==> src/rtl/imp_seq_pkg.sv <==
// Shared types and constants for the impulse sequencer.
//   TW/FW/IW       : widths of system time, frequency words and interval fields
//   SW             : width of the blank-window sum (tblank1 + ti + tblank2)
//   CFG_TYPE_CONT  : cfg_type bit that selects continuous mode
//   state_e        : sequencer FSM states
//   cfg_t          : shadow copy of one complete impulse configuration
package imp_seq_pkg;

  localparam int unsigned TW = 64;
  localparam int unsigned FW = 48;
  localparam int unsigned IW = 32;
  localparam int unsigned SW = IW + 2;

  localparam int unsigned CFG_TYPE_CONT = 0;

  localparam logic [2:0] ST_IDLE  = 3'd0;
  localparam logic [2:0] ST_CHECK = 3'd1;
  localparam logic [2:0] ST_ARMED = 3'd2;
  localparam logic [2:0] ST_RUN   = 3'd3;
  localparam logic [2:0] ST_FIN   = 3'd4;

  typedef enum logic [2:0] {
    S_IDLE  = ST_IDLE,
    S_CHECK = ST_CHECK,
    S_ARMED = ST_ARMED,
    S_RUN   = ST_RUN,
    S_FIN   = ST_FIN
  } state_e;

  typedef struct packed {
    logic [TW-1:0] time_start;
    logic [FW-1:0] freq;
    logic [FW-1:0] freq_step;
    logic [15:0]   n_impulse;
    logic          cont;
    logic [IW-1:0] ti;
    logic [IW-1:0] tp;
    logic [IW-1:0] tblank1;
    logic [IW-1:0] tblank2;
  } cfg_t;

  // Blank window length; two extra bits so three IW-bit terms never overflow.
  function automatic logic [SW-1:0] blank_span(input logic [IW-1:0] tblank1,
                                               input logic [IW-1:0] ti,
                                               input logic [IW-1:0] tblank2);
    return SW'(tblank1) + SW'(ti) + SW'(tblank2);
  endfunction

endpackage

==> src/rtl/imp_seq_period_gen.sv <==
// Period generator: phase counter plus IMP/BLANK window decode.
//   clk, rst      : clock, asynchronous active-high reset
//   run           : sequencer is in RUN; phase is held at 0 otherwise
//   clk_en        : advance enable
//   ti, tp        : pulse width, period length
//   tblank1/2     : blank lead / tail around the pulse
//   imp, blank    : window decode of the current phase (unregistered)
//   period_start  : phase == 0 while running
//   period_end    : phase == tp-1 while running
module imp_seq_period_gen
  import imp_seq_pkg::*;
(
  input  logic          clk,
  input  logic          rst,
  input  logic          run,
  input  logic          clk_en,
  input  logic [IW-1:0] ti,
  input  logic [IW-1:0] tp,
  input  logic [IW-1:0] tblank1,
  input  logic [IW-1:0] tblank2,
  output logic          imp,
  output logic          blank,
  output logic          period_start,
  output logic          period_end
);

  logic [IW-1:0] phase;
  logic [SW-1:0] span;

  assign span = blank_span(tblank1, ti, tblank2);

  // Window compares run at SW bits so tblank1 + ti cannot wrap.
  assign imp          = (phase >= tblank1) && (SW'(phase) < (SW'(tblank1) + SW'(ti)));
  assign blank        = SW'(phase) < span;
  assign period_start = run && (phase == '0);
  assign period_end   = run && ((SW'(phase) + SW'(1)) == SW'(tp));

  // Phase restarts at 0 on every entry to RUN and on wrap.
  always_ff @(posedge clk or posedge rst) begin
    if (rst) begin
      phase <= '0;
    end else if (clk_en) begin
      if (!run || period_end) begin
        phase <= '0;
      end else begin
        phase <= phase + IW'(1);
      end
    end
  end

endmodule

==> src/rtl/impulse_sequencer.sv <==
// Impulse sequencer: latches a configuration from the SPI receiver, waits for
// the start time, then emits IMP/BLANK gates and a frequency load per period.
// Optional build macro IMP_SEQ_FREQ_STEP_EN: step the frequency word by
// cfg_freq_step after every completed impulse (modulo 2^FW).
//   clk, rst        : clock, asynchronous active-high reset
//   clk_en          : advance enable (cfg_wr is sampled regardless)
//   sys_time        : free-running system time
//   cfg_wr, cfg_*   : configuration strobe and fields
//   stop            : abort a running or armed sequence
//   IMP, BLANK      : impulse and receiver blanking gates
//   FREQ_OUT/FREQ_LD: frequency word and its load strobe
//   BUSY, DONE      : sequence active / end-of-sequence strobe
//   imp_cnt         : completed impulses (saturating)
//   late, cfg_err   : sticky status, cleared by cfg_wr
module impulse_sequencer
  import imp_seq_pkg::*;
(
  input  logic          clk,
  input  logic          rst,
  input  logic          clk_en,
  input  logic [TW-1:0] sys_time,
  input  logic          cfg_wr,
  input  logic          stop,
  input  logic [TW-1:0] cfg_time_start,
  input  logic [FW-1:0] cfg_freq,
  input  logic [FW-1:0] cfg_freq_step,
  input  logic [15:0]   cfg_n_impulse,
  input  logic [7:0]    cfg_type,
  input  logic [IW-1:0] cfg_ti,
  input  logic [IW-1:0] cfg_tp,
  input  logic [IW-1:0] cfg_tblank1,
  input  logic [IW-1:0] cfg_tblank2,
  output logic          IMP,
  output logic          BLANK,
  output logic [FW-1:0] FREQ_OUT,
  output logic          FREQ_LD,
  output logic          BUSY,
  output logic          DONE,
  output logic [15:0]   imp_cnt,
  output logic          late,
  output logic          cfg_err
);

  state_e        state_q, state_nxt;
  cfg_t          cfg_q, cfg_nxt;
  logic [FW-1:0] freq_q, freq_nxt;
  logic          first_q, first_nxt;

  logic          imp_nxt, blank_nxt, freq_ld_nxt, done_nxt, busy_nxt;
  logic          late_nxt, cfg_err_nxt;
  logic [FW-1:0] freq_out_nxt;
  logic [15:0]   imp_cnt_nxt;

  logic          run, gen_imp, gen_blank, period_start, period_end;
  logic          last_impulse;

  assign run = (state_q == S_RUN);

  imp_seq_period_gen u_period_gen (
    .clk          (clk),
    .rst          (rst),
    .run          (run),
    .clk_en       (clk_en),
    .ti           (cfg_q.ti),
    .tp           (cfg_q.tp),
    .tblank1      (cfg_q.tblank1),
    .tblank2      (cfg_q.tblank2),
    .imp          (gen_imp),
    .blank        (gen_blank),
    .period_start (period_start),
    .period_end   (period_end)
  );

  // Compared at 17 bits so a saturated count cannot alias a small n_impulse.
  assign last_impulse = !cfg_q.cont &&
                        ((17'(imp_cnt) + 17'd1) == 17'(cfg_q.n_impulse));

  // Next-state and next-output decode.
  always_comb begin
    state_nxt    = state_q;
    cfg_nxt      = cfg_q;
    freq_nxt     = freq_q;
    first_nxt    = first_q;
    imp_nxt      = IMP;
    blank_nxt    = BLANK;
    freq_out_nxt = FREQ_OUT;
    freq_ld_nxt  = 1'b0;
    imp_cnt_nxt  = imp_cnt;
    late_nxt     = late;
    cfg_err_nxt  = cfg_err;

    if (cfg_wr) begin
      // A new configuration always wins: abort silently and re-check.
      cfg_nxt.time_start = cfg_time_start;
      cfg_nxt.freq       = cfg_freq;
      cfg_nxt.freq_step  = cfg_freq_step;
      cfg_nxt.n_impulse  = cfg_n_impulse;
      cfg_nxt.cont       = cfg_type[CFG_TYPE_CONT];
      cfg_nxt.ti         = cfg_ti;
      cfg_nxt.tp         = cfg_tp;
      cfg_nxt.tblank1    = cfg_tblank1;
      cfg_nxt.tblank2    = cfg_tblank2;
      late_nxt           = 1'b0;
      cfg_err_nxt        = 1'b0;
      imp_cnt_nxt        = '0;
      imp_nxt            = 1'b0;
      blank_nxt          = 1'b0;
      state_nxt          = S_CHECK;
    end else if (clk_en) begin
      case (state_q)
        S_IDLE: begin
          state_nxt = S_IDLE;
        end
        S_CHECK: begin
          if ((cfg_q.tp == '0) ||
              (blank_span(cfg_q.tblank1, cfg_q.ti, cfg_q.tblank2) > SW'(cfg_q.tp))) begin
            cfg_err_nxt = 1'b1;
            state_nxt   = S_IDLE;
          end else if ((cfg_q.n_impulse == 16'd0) && !cfg_q.cont) begin
            state_nxt = S_FIN;
          end else begin
            freq_nxt  = cfg_q.freq;
            first_nxt = 1'b1;
            state_nxt = S_ARMED;
          end
        end
        S_ARMED: begin
          first_nxt = 1'b0;
          if (stop) begin
            state_nxt = S_FIN;
          end else if (sys_time >= cfg_q.time_start) begin
            if (first_q && (sys_time > cfg_q.time_start)) begin
              late_nxt = 1'b1;
            end
            state_nxt = S_RUN;
          end
        end
        S_RUN: begin
          if (stop) begin
            imp_nxt   = 1'b0;
            blank_nxt = 1'b0;
            state_nxt = S_FIN;
          end else begin
            imp_nxt   = gen_imp;
            blank_nxt = gen_blank;
            if (period_start) begin
              freq_ld_nxt  = 1'b1;
              freq_out_nxt = freq_q;
            end
            if (period_end) begin
              imp_cnt_nxt = (imp_cnt != 16'hFFFF) ? (imp_cnt + 16'd1) : imp_cnt;
`ifdef IMP_SEQ_FREQ_STEP_EN
              freq_nxt    = freq_q + cfg_q.freq_step;
`endif
              if (last_impulse) begin
                state_nxt = S_FIN;
              end
            end
          end
        end
        S_FIN: begin
          imp_nxt   = 1'b0;
          blank_nxt = 1'b0;
          state_nxt = S_IDLE;
        end
        default: begin
          imp_nxt   = 1'b0;
          blank_nxt = 1'b0;
          state_nxt = S_IDLE;
        end
      endcase
    end

    // DONE marks entry into FIN, so it is coincident with the FIN cycle.
    done_nxt = (state_nxt == S_FIN) && (state_q != S_FIN);
    busy_nxt = (state_nxt == S_ARMED) || (state_nxt == S_RUN);
  end

  // State, shadow config and registered outputs.
  always_ff @(posedge clk or posedge rst) begin
    if (rst) begin
      state_q  <= S_IDLE;
      cfg_q    <= '0;
      freq_q   <= '0;
      first_q  <= 1'b0;
      IMP      <= 1'b0;
      BLANK    <= 1'b0;
      FREQ_OUT <= '0;
      FREQ_LD  <= 1'b0;
      BUSY     <= 1'b0;
      DONE     <= 1'b0;
      imp_cnt  <= '0;
      late     <= 1'b0;
      cfg_err  <= 1'b0;
    end else begin
      state_q  <= state_nxt;
      cfg_q    <= cfg_nxt;
      freq_q   <= freq_nxt;
      first_q  <= first_nxt;
      IMP      <= imp_nxt;
      BLANK    <= blank_nxt;
      FREQ_OUT <= freq_out_nxt;
      FREQ_LD  <= freq_ld_nxt;
      BUSY     <= busy_nxt;
      DONE     <= done_nxt;
      imp_cnt  <= imp_cnt_nxt;
      late     <= late_nxt;
      cfg_err  <= cfg_err_nxt;
    end
  end

  // Reserved type bits (and the step word when stepping is disabled) are unused.
`ifdef IMP_SEQ_FREQ_STEP_EN
  logic unused_cfg;
  assign unused_cfg = ^cfg_type[7:1];
`else
  logic unused_cfg;
  assign unused_cfg = ^{cfg_type[7:1], cfg_q.freq_step};
`endif

endmodule

==> config.mk <==
export PLATFORM = sky130hd
export DESIGN_NAME = impulse_sequencer
export DESIGN_NICKNAME = d
export VERILOG_FILES = /design/src/rtl/imp_seq_pkg.sv /design/src/rtl/imp_seq_period_gen.sv /design/src/rtl/impulse_sequencer.sv
export SDC_FILE = /design/constraint.sdc
export NUM_CORES = 1
export LEC_CHECK = 0
export ABC_AREA = 0
export CAP_MARGIN = 20
export CORE_ASPECT_RATIO = 2
export CORE_UTILIZATION = 65
export DETAILED_ROUTE_END_ITERATION = 12
export DONT_BUFFER_PORTS = 1
export HOLD_SLACK_MARGIN = 0.02
export PLACE_DENSITY_LB_ADDON = 0.08
export SLEW_MARGIN = 40
export SYNTH_ARGS = -nofsm -noshare
export SYNTH_HDL_FRONTEND = slang
export SYNTH_HIERARCHICAL = 1
export SYNTH_SLANG_ARGS = --single-unit
export TNS_END_PERCENT = 1
==> constraint.sdc <==
create_clock -name clk -period 18.1 [get_ports clk]
set_clock_uncertainty 0.05 [all_clocks]
set_input_delay 3.62 -clock clk [delete_from_list [all_inputs] [get_ports clk]]
set_output_delay 3.62 -clock clk [all_outputs]
set_load 0.01 [all_outputs]
* Yosys cells after proc, flatten, opt, wreduce, memory -nomap -nowiden
Cells that the tools add are included.
** Cells by class
- Add/sub/neg operators :: 6
- $lt $le $gt $ge :: 6
- Equal/unequal tests :: 14
- Mux-type cells :: 43
- Bitwise logic cells :: 4
- Reduce and logical (&&, ||, !) cells :: 34
** Operator list (count)
- $mux 16 :: 6
- $lt 32x34->1 :: 2
- $ge 64x64->1 :: 1
- $gt 64x64->1 :: 1
- $logic_not 32->1 :: 2
- $add 33x32->34 :: 1
- $eq 34x32->1 :: 1
- $gt 34x32->1 :: 1
- $add 32x1->33 const B :: 1
- $add 32x32->33 :: 1
- $add 32x1->32 const B :: 1
- $ge 32x32->1 :: 1
- $mux 32 :: 1
- $mux 3 :: 9
- $reduce_and 5->1 :: 5
- $mux 1 :: 23
- $reduce_bool 2->1 :: 10
- $add 16x1->17 const B :: 1
- $eq 17x16->1 :: 1
- $add 16x1->16 const B :: 1
- $logic_not 16->1 :: 1
- $ne 16x16->1 const B :: 1
- $eq 3x2->1 const B :: 4
- $pmux 3 s3 :: 1
- 14 further kinds :: 30
** Word-level totals
- Flip-flop bits (word level) :: 412
- Input port bits :: 381
- Output and inout port bits :: 71
- Logic and storage cells :: 128

* Longest topological paths before layout
Gate-level depths: netlist of the first run.
- Depth in word-level cells :: 11
- Gate-level depth with buffers :: 31
- Gate-level depth less buffers :: 31

* Cells and area by module
Netlist of the first run, hierarchy kept.
** By module, submodules not included
- impulse_sequencer :: times used 1, cells an instance 1677, area each 19432.4 µm², sequential area each 9509.1 µm²
- imp_seq_period_gen :: times used 1, cells an instance 1083, area each 8190.4 µm², sequential area each 800.8 µm²

* Worst setup path after synthesis of the first run
No wires, ideal clock.
- Path type :: register to register
- From :: register cfg_q[32] (netlist name)
- To :: register BLANK
- Library setup time :: 121 ps
- Arrival :: 5417 ps
- Data required time :: 17929 ps
- Path slack :: 12512 ps
- Cell stages (with the launch flop) :: 27
- Buffers on the path :: 0
- Period minus slack after synthesis :: 5588 ps
- Path through :: dfrtp_1 -> ha_1 -> inv_1 -> fa_1 -> nor2b_1 -> o31ai_1 -> a31oi_1 -> nor2_1 -> o21ai_0 -> a21o_1 -> a21o_1 -> xor2_1 -> ha_1 -> a2111oi_0 -> o21ai_0 -> a31o_2 -> a31oi_1 -> o31ai_1 -> or3_1 -> a31o_2 -> a21oi_1 -> xor2_1 -> ha_1 -> o21ai_0 -> o31ai_1 -> o21ai_0 -> a22o_1
** On the way
- Cells in the longest elaborated chain, start to end :: 7
** Ends and longest elaborated chain
- from (decl) :: RTL line impulse_sequencer.sv:45 : cfg_t cfg_q, cfg_nxt;
- from (signal assigned) :: RTL line impulse_sequencer.sv:197 : cfg_q <= cfg_nxt;
- $add 32x32->33 :: RTL line imp_seq_pkg.sv:46 : return SW'(tblank1) + SW'(ti) + SW'(tblank2);
- $add 33x32->34 :: RTL line imp_seq_pkg.sv:46
- $lt 32x34->1 :: RTL line imp_seq_period_gen.sv:34 : assign blank = SW'(phase) < span;
- via gen_blank :: RTL line impulse_sequencer.sv:54 : logic run, gen_imp, gen_blank, period_start, period_end;
- $mux 1 :: RTL line impulse_sequencer.sv:139 : if (stop) begin
- $pmux 1 s2 :: RTL line impulse_sequencer.sv:110 : case (state_q)
- $mux 1 :: RTL line impulse_sequencer.sv:109 : end else if (clk_en) begin
- $mux 1 :: RTL line impulse_sequencer.sv:92 : if (cfg_wr) begin
- to (signal assigned) :: RTL line impulse_sequencer.sv:201 : BLANK <= blank_nxt;
- to (decl) :: RTL line impulse_sequencer.sv:34 : output logic BLANK,
The timed path passes the listed nets, and every way through them passes these cells. The select of a mux whose other input is x is not followed.
A chain may end at the register's enable or synchronous reset.

* Worst setup path in the final report of the first run
Same ends and word-level chain as after synthesis.

==> impl_metrics.ini, run 1 <==
[final_layout]
fillers = 3222
drive_above_1_share_pct = 13.4
layoutNonFillerInstCount = 3285
num-nets-final = 3416
area_growth_pct = 6.04

[timing]
fin_hold_ws_ns = 0.442
finalSetupViolCount = 0
final_max_slew_viol_count = 0
finalCritPeriodShare_pct = 41.4
hold_viol_final = 0
rsz0062_at_grt = false
fin_tns_setup_ns = 0
relSlewSlack_pct = 21.5
worst_pin_slew_ns = 1.18
worst_slack_ns = 10.60
period_minus_slack_ns = 7.50
max_freq_mhz = 133

[power]
seqPwrFrac_pct = 33.8
vdd.ir_drop.worst_mv = 0.125
p_sw_mw = 1.26
total_power_mw = 3.34
p_sw_share_pct = 37.7
p_int_mw = 2.08
clkPwrFrac_pct = 25.4
power_density_mw_per_mm2 = 114
comb_power_share_pct = 40.8
p_leak_nw = 13.8

[yosys]
ys_warn_count = 6
synthCells = 2760
synth_ff_type = dfrtp_1
syn-num-nets = 3466
syn_area_per_cell_sq_um = 10.0
seq_area_frac_synth_pct = 37.3
yosysUniqueCellTypes = 87
synth_edf_count = 0
async_flop_share_pct = 100
netlist_area_sq_mm = 0.0276
ys_ff_latch = 412

[floorplanning]
core_region_area_sq_mm = 0.0419
ios = 452
die_area_sq_mm = 0.0434
fp.dieH_microns = 294
initial_core_util_pct = 65.9
placement_rows = 106
die_x_microns = 148

[worst_setup_path]
arrival_ns = 7.91
r2r_cells = 26
cp_max_fo = 5
crit_required_ns = 18.52
crit_path_start_kind = flop
end_kind = flop
critical_path_class = flop to flop

[worst_hold_path]
min_path_type = flop to flop
min_path_cells = 1

[clock_network]
cts_tree = yes
clk_path_buf_depth = 3
cts_made_buffers = 39
numClockSinks = 412
clk_pin_slew_worst_paths_ns = 0.07
cts_hold_buf = 0
root_buffer = clkbuf_16
htree_levels = 2
postCtsSetupBuffers = 0
cts_repair_resize_count = 0
clock_latency_ns = 0.57

[route]
routed_via_density = 6.51
vias = 21400
wl_per_cell_microns = 24.0
drt_iter0_markers = 1208
first_pass_iters = 8
wl_microns = 78900
ant_nets = 0
drc = 0

[placement]
globalplace.congestion = 0.971
dpl.hpwl_microns = 61400
dp_slack_ns = 10.77
dp_cells = 3209
port_buffers = 0

[status]
status = finished, final reports clean

[global_route]
antenna_found_initial = 8
track_usage_pct = 36.6
grt_pass1_wl_microns = 122000
grt_pass1_vias = 22800
grt_overflow_total = 0
grt_max_degree = 375

[flow_run]
max_cap_violations = 0
==> power by group through the flow <==
| stage | Clock [mW] | Sequential (mW) | Combinational (mW) |
|---|---|---|---|
| final | 0.848 | 1.13 | 1.36 |
| after detailed placement | 0 | 1.15 | 1.33 |
| after CTS | 0.855 | 1.13 | 1.35 |
| after floorplan | 0 | 1.11 | 1.03 |
| after global routing | 0.888 | 1.14 | 1.50 |
| after global placement | 0 | 1.13 | 1.28 |
==> final timing paths <==
kind / startpoint / endpoint / slack, ns
worst max-delay path: cfg_q[32] / BLANK / 10.60
worst min-delay path: freq_q[6] / freq_q[6] / 0.44
worst max register to register: cfg_q[32] / BLANK / 10.60
worst min register to register: freq_q[6] / freq_q[6] / 0.44
max in group asynchronous: rst / cfg_q[207] / 13.18
min in group asynchronous: rst / cfg_q[303] / 2.96
==> state kept, by name (all words and copies together), names as in the netlist <==
| signal | count |
|---|---|
| cfg_q | 257 |
| DONE | 1 |
| FREQ_OUT | 48 |
| FREQ_LD | 1 |
| state_q | 3 |
| u_period_gen/phase | 32 |
| late | 1 |
| IMP | 1 |
| BLANK | 1 |
| cfg_err | 1 |
| first_q | 1 |
| imp_cnt | 16 |
| BUSY | 1 |
| freq_q | 48 |
==> cells in the mapped netlist, types with 19 or more instances <==
library cell / count / area [sq um]
nand4_1: 57 / 357
nor2_1: 107 / 402
o31ai_1: 25 / 188
ha_1: 290 / 3630
o21ai_0: 201 / 1010
nor3_1: 40 / 200
a21o_1: 95 / 713
xnor2_1: 82 / 718
and3_1: 23 / 144
nand2b_1: 29 / 181
clkbuf_1: 69 / 259
mux2_2: 252 / 2840
fa_1: 35 / 701
a211oi_1: 20 / 150
xor2_1: 69 / 604
dfrtp_1: 412 / 10300
nand3_1: 54 / 270
nor4_1: 34 / 213
inv_1: 204 / 766
a21oi_1: 148 / 741
a31oi_1: 19 / 119
nand2_1: 213 / 800
==> through the flow <==
step,utilization [%],instance area [sq um]
global placement,66.6,27900
global route,69.9,29300
detailed placement,66.7,28000
CTS,69.8,29300
floorplan,-,27600
finish,69.9,29300
==> metal layers <==
layer | vias to the layer above | track usage [%] | wire [microns]
li1 | 9838 | - | -
met1 | 10400 | 34.9 | 25900
met2 | 790 | 68.1 | 41500
met3 | 314 | 8.45 | 5270
met4 | 6 | 25.5 | 6160
met5 | - | 0 | 38
==> placed cells by master (no fill, tap or decap), drive strengths merged, types with 9 or more instances in the layout <==
master  count
o21bai     14
a21oi     148
xnor2      82
nor3       41
fa         35
a31oi      20
nand2     213
and3       23
o211ai     15
o31ai      26
or4        12
nor2      107
dfrtp     412
o21ai     208
nand2b     29
clkinv     10
ha        290
a211oi     21
nand3      56
nor2b      17
o41ai      10
nor4       37
clkbuf     51
buf        10
and4       10
a21o       95
or3         9
xor2       69
inv       207
nand4      60
o21a       12
mux2      259
==> critical path: stages, from the launching register on <==
cell and delay [ns]:
dfrtp_1 0.43, ha_1 0.20, inv_1 0.06, fa_1 0.47, nor2b_1 0.19, o31ai_1 0.14, a31oi_1 0.59, nor2_1 0.20
o21ai_0 0.73, a21o_1 0.22, a21o_1 0.12, xor2_1 0.27, ha_1 0.34, a2111oi_0 0.48, o21ai_0 0.17, a31o_2 0.26
a31oi_1 0.35, o31ai_1 0.24, a21o_1 0.20, ha_1 0.28, nand3_1 0.12, a2111oi_0 0.33, a21o_1 0.20, a21oi_1 0.10
o31ai_1 0.26, o21ai_0 0.15, a22o_1 0.23
==> cell families (layout without fill, tap and decap cells) <==
group / count (synthesis) / in the layout / share of synthesized area, %
AO/OA/AOI/OAI: 657 / 657 / 15.2
AND/OR/NAND/NOR: 647 / 647 / 11.9
flip-flops: 412 / 412 / 37.3
adder cells (fa/ha/maj): 325 / 325 / 15.7
buffers and inverters: 305 / 285 / 4.41
multiplexers: 263 / 263 / 10.7
XOR/XNOR: 151 / 151 / 4.79
other: 0 / 5 / 0
==> layout make-up <==
class | count | area, sq um | area share [%]
Multi-Input combinational cell | 2043 | 16100 | 55.0
Clock buffer | 51 | 1080 | 3.69
Inverter | 204 | 773 | 2.64
Sequential cell | 412 | 10300 | 35.2
Timing Repair Buffer | 10 | 90.1 | 0.308
Clock inverter | 20 | 230 | 0.786
Antenna cell | 5 | 12.5 | 0.0427
Tap cell | 540 | 676 | 2.31
No activity file was read; power rests on OpenSTA's default activity.
==> run 2, diff against run 1 <==
==> constraint.sdc (replaced) <==
create_clock -name clk -period 7.78 [get_ports clk]
set_clock_uncertainty 0.05 [all_clocks]
set_input_delay 1.556 -clock clk [delete_from_list [all_inputs] [get_ports clk]]
set_output_delay 1.556 -clock clk [all_outputs]
set_load 0.01 [all_outputs]
==> impl_metrics.ini, run 2 (same netlist as run 1, synthesis figures left out) <==
[route]
drt_iter0_markers = 1035
ant_nets = 0
vias = 21400
first_pass_iters = 5
wl_per_cell_microns = 24.2
wl_microns = 79500
routed_via_density = 6.52
drc = 0

[power]
vdd.ir_drop.worst_mv = 0.246
p_sw_mw = 2.89
clkPwrFrac_pct = 25.7
p_sw_share_pct = 37.1
total_power_mw = 7.80
power_density_mw_per_mm2 = 266
comb_power_share_pct = 40.7
seqPwrFrac_pct = 33.6
p_int_mw = 4.90
p_leak_nw = 13.9

[timing]
fin_hold_ws_ns = 0.437
finalCritPeriodShare_pct = 91.0
final_max_slew_viol_count = 0
relSlewSlack_pct = 35.4
fin_tns_setup_ns = 0
finalSetupViolCount = 0
worst_pin_slew_ns = 0.960
max_freq_mhz = 141
worst_slack_ns = 0.701
period_minus_slack_ns = 7.08
rsz0062_at_grt = false
hold_viol_final = 0

[global_route]
antenna_found_initial = 8
track_usage_pct = 36.7
grt_max_degree = 375
grt_overflow_total = 0
grt_pass1_wl_microns = 122000
grt_pass1_vias = 22700

[final_layout]
num-nets-final = 3421
reg_top3 = cfg_q: 257 flops, FREQ_OUT: 48 flops, freq_q: 48 flops
regMostFlops = cfg_q
layoutNonFillerInstCount = 3284
drive_above_1_share_pct = 13.5
stdcell_area_sq_mm = 0.0294
final_cell_mix = dfrtp_1, ha_1, mux2_2
area_growth_pct = 6.29
largest_reg_flops = 257
final_core_util_pct = 70.1
layout_commonest_cell = dfrtp_1

[clock_network]
clock_latency_ns = 0.57
cts_made_buffers = 39
cts_repair_resize_count = 0
clk_path_buf_depth = 3
postCtsSetupBuffers = 0
root_buffer = clkbuf_16
numClockSinks = 412
cts_tree = yes
clk_pin_slew_worst_paths_ns = 0.07
htree_levels = 2
cts_hold_buf = 0

[status]
status = finished, final reports clean

[worst_setup_path]
rrSetupSlack_ns = 0.70
critical_path_class = flop to flop
cp_slowest_stage_delay_ns = 0.59
critPathBufInv = 2
crit_end = BLANK
r2r_cells = 29
arrival_ns = 7.53
startpoint = cfg_q[32]
rr_startpoint = cfg_q[32]
critPathTopFamily = compound AO/OA/AOI/OAI gates
crit_required_ns = 8.23
cp_max_fo = 5
crit_cells = 29
crit_slowest_cell = a31oi_1
timing.rr.end = BLANK
crit_top_cell = o21ai_0
crit_path_start_kind = flop
end_kind = flop

[placement]
placed_area_sq_mm = 0.0280
dp_slack_ns = 0.865
dp_cells = 3211
port_buffers = 0
globalplace.congestion = 0.986
dpl.hpwl_microns = 61400

[floorplanning]
placement_rows = 106
initial_core_util_pct = 65.9
fp.dieH_microns = 294
die_x_microns = 148
die_area_sq_mm = 0.0434
ios = 452
core_region_area_sq_mm = 0.0419

[worst_hold_path]
min_path_type = flop to flop

[flow_run]
max_cap_violations = 0
## run 2: changes by cell type in the layout (fill, tap and decap cells not counted), moves of 2 or more
cell,before,now
clkinv_16,2,0
inv_8,2,0
clkbuf_1,6,4
bufinv_16,2,4
buf_12,0,3
buf_6,4,1
clkinv_2,7,4
buf_4,6,9
## run 2: how the worst min path moves through the flow
stage | cells after the start | startpoint | end
after detailed placement | 1 | freq_q[4] | freq_q[4]
final | 1 | freq_q[3] | freq_q[3]
after global placement | 1 | freq_q[3] | freq_q[3]
after floorplan | 1 | freq_q[0] | freq_q[0]
after global routing | 1 | cfg_q[197] | freq_q[4]
after CTS | 1 | freq_q[3] | freq_q[3]
## run 2: power by group through the flow
stage	Combinational (mW)	Clock, mW	Sequential, mW
final	3.17	2.00	2.62
after global routing	3.51	2.10	2.66
after CTS	3.13	2.02	2.63
after detailed placement	3.10	0	2.66
after global placement	3.00	0	2.64
after floorplan	2.40	0	2.58
## run 2: metal layers
| layer | wire [microns] | GRT usage [%] | up-vias | part of all wire [%] |
|---|---|---|---|---|
| met5 | 23 | 0 | - | 0.029 |
| met4 | 6710 | 27.5 | 4 | 8.4 |
| met1 | 26200 | 34.9 | 10400 | 33 |
| met3 | 5520 | 8.80 | 330 | 6.9 |
| met2 | 41100 | 67.1 | 802 | 52 |
| li1 | - | - | 9843 | - |
## run 2: final cells by class
| cell class | instances | area, sq um |
|---|---|---|
| inverters | 204 | 769 |
| clock inverters | 15 | 205 |
| multi-input cells | 2043 | 16100 |
| flip-flops and latches | 412 | 10300 |
| repair buffers | 15 | 171 |
| fillers | 3244 | 12600 |
| well taps | 540 | 676 |
| diodes | 5 | 12.5 |
| clock buffers | 50 | 1100 |
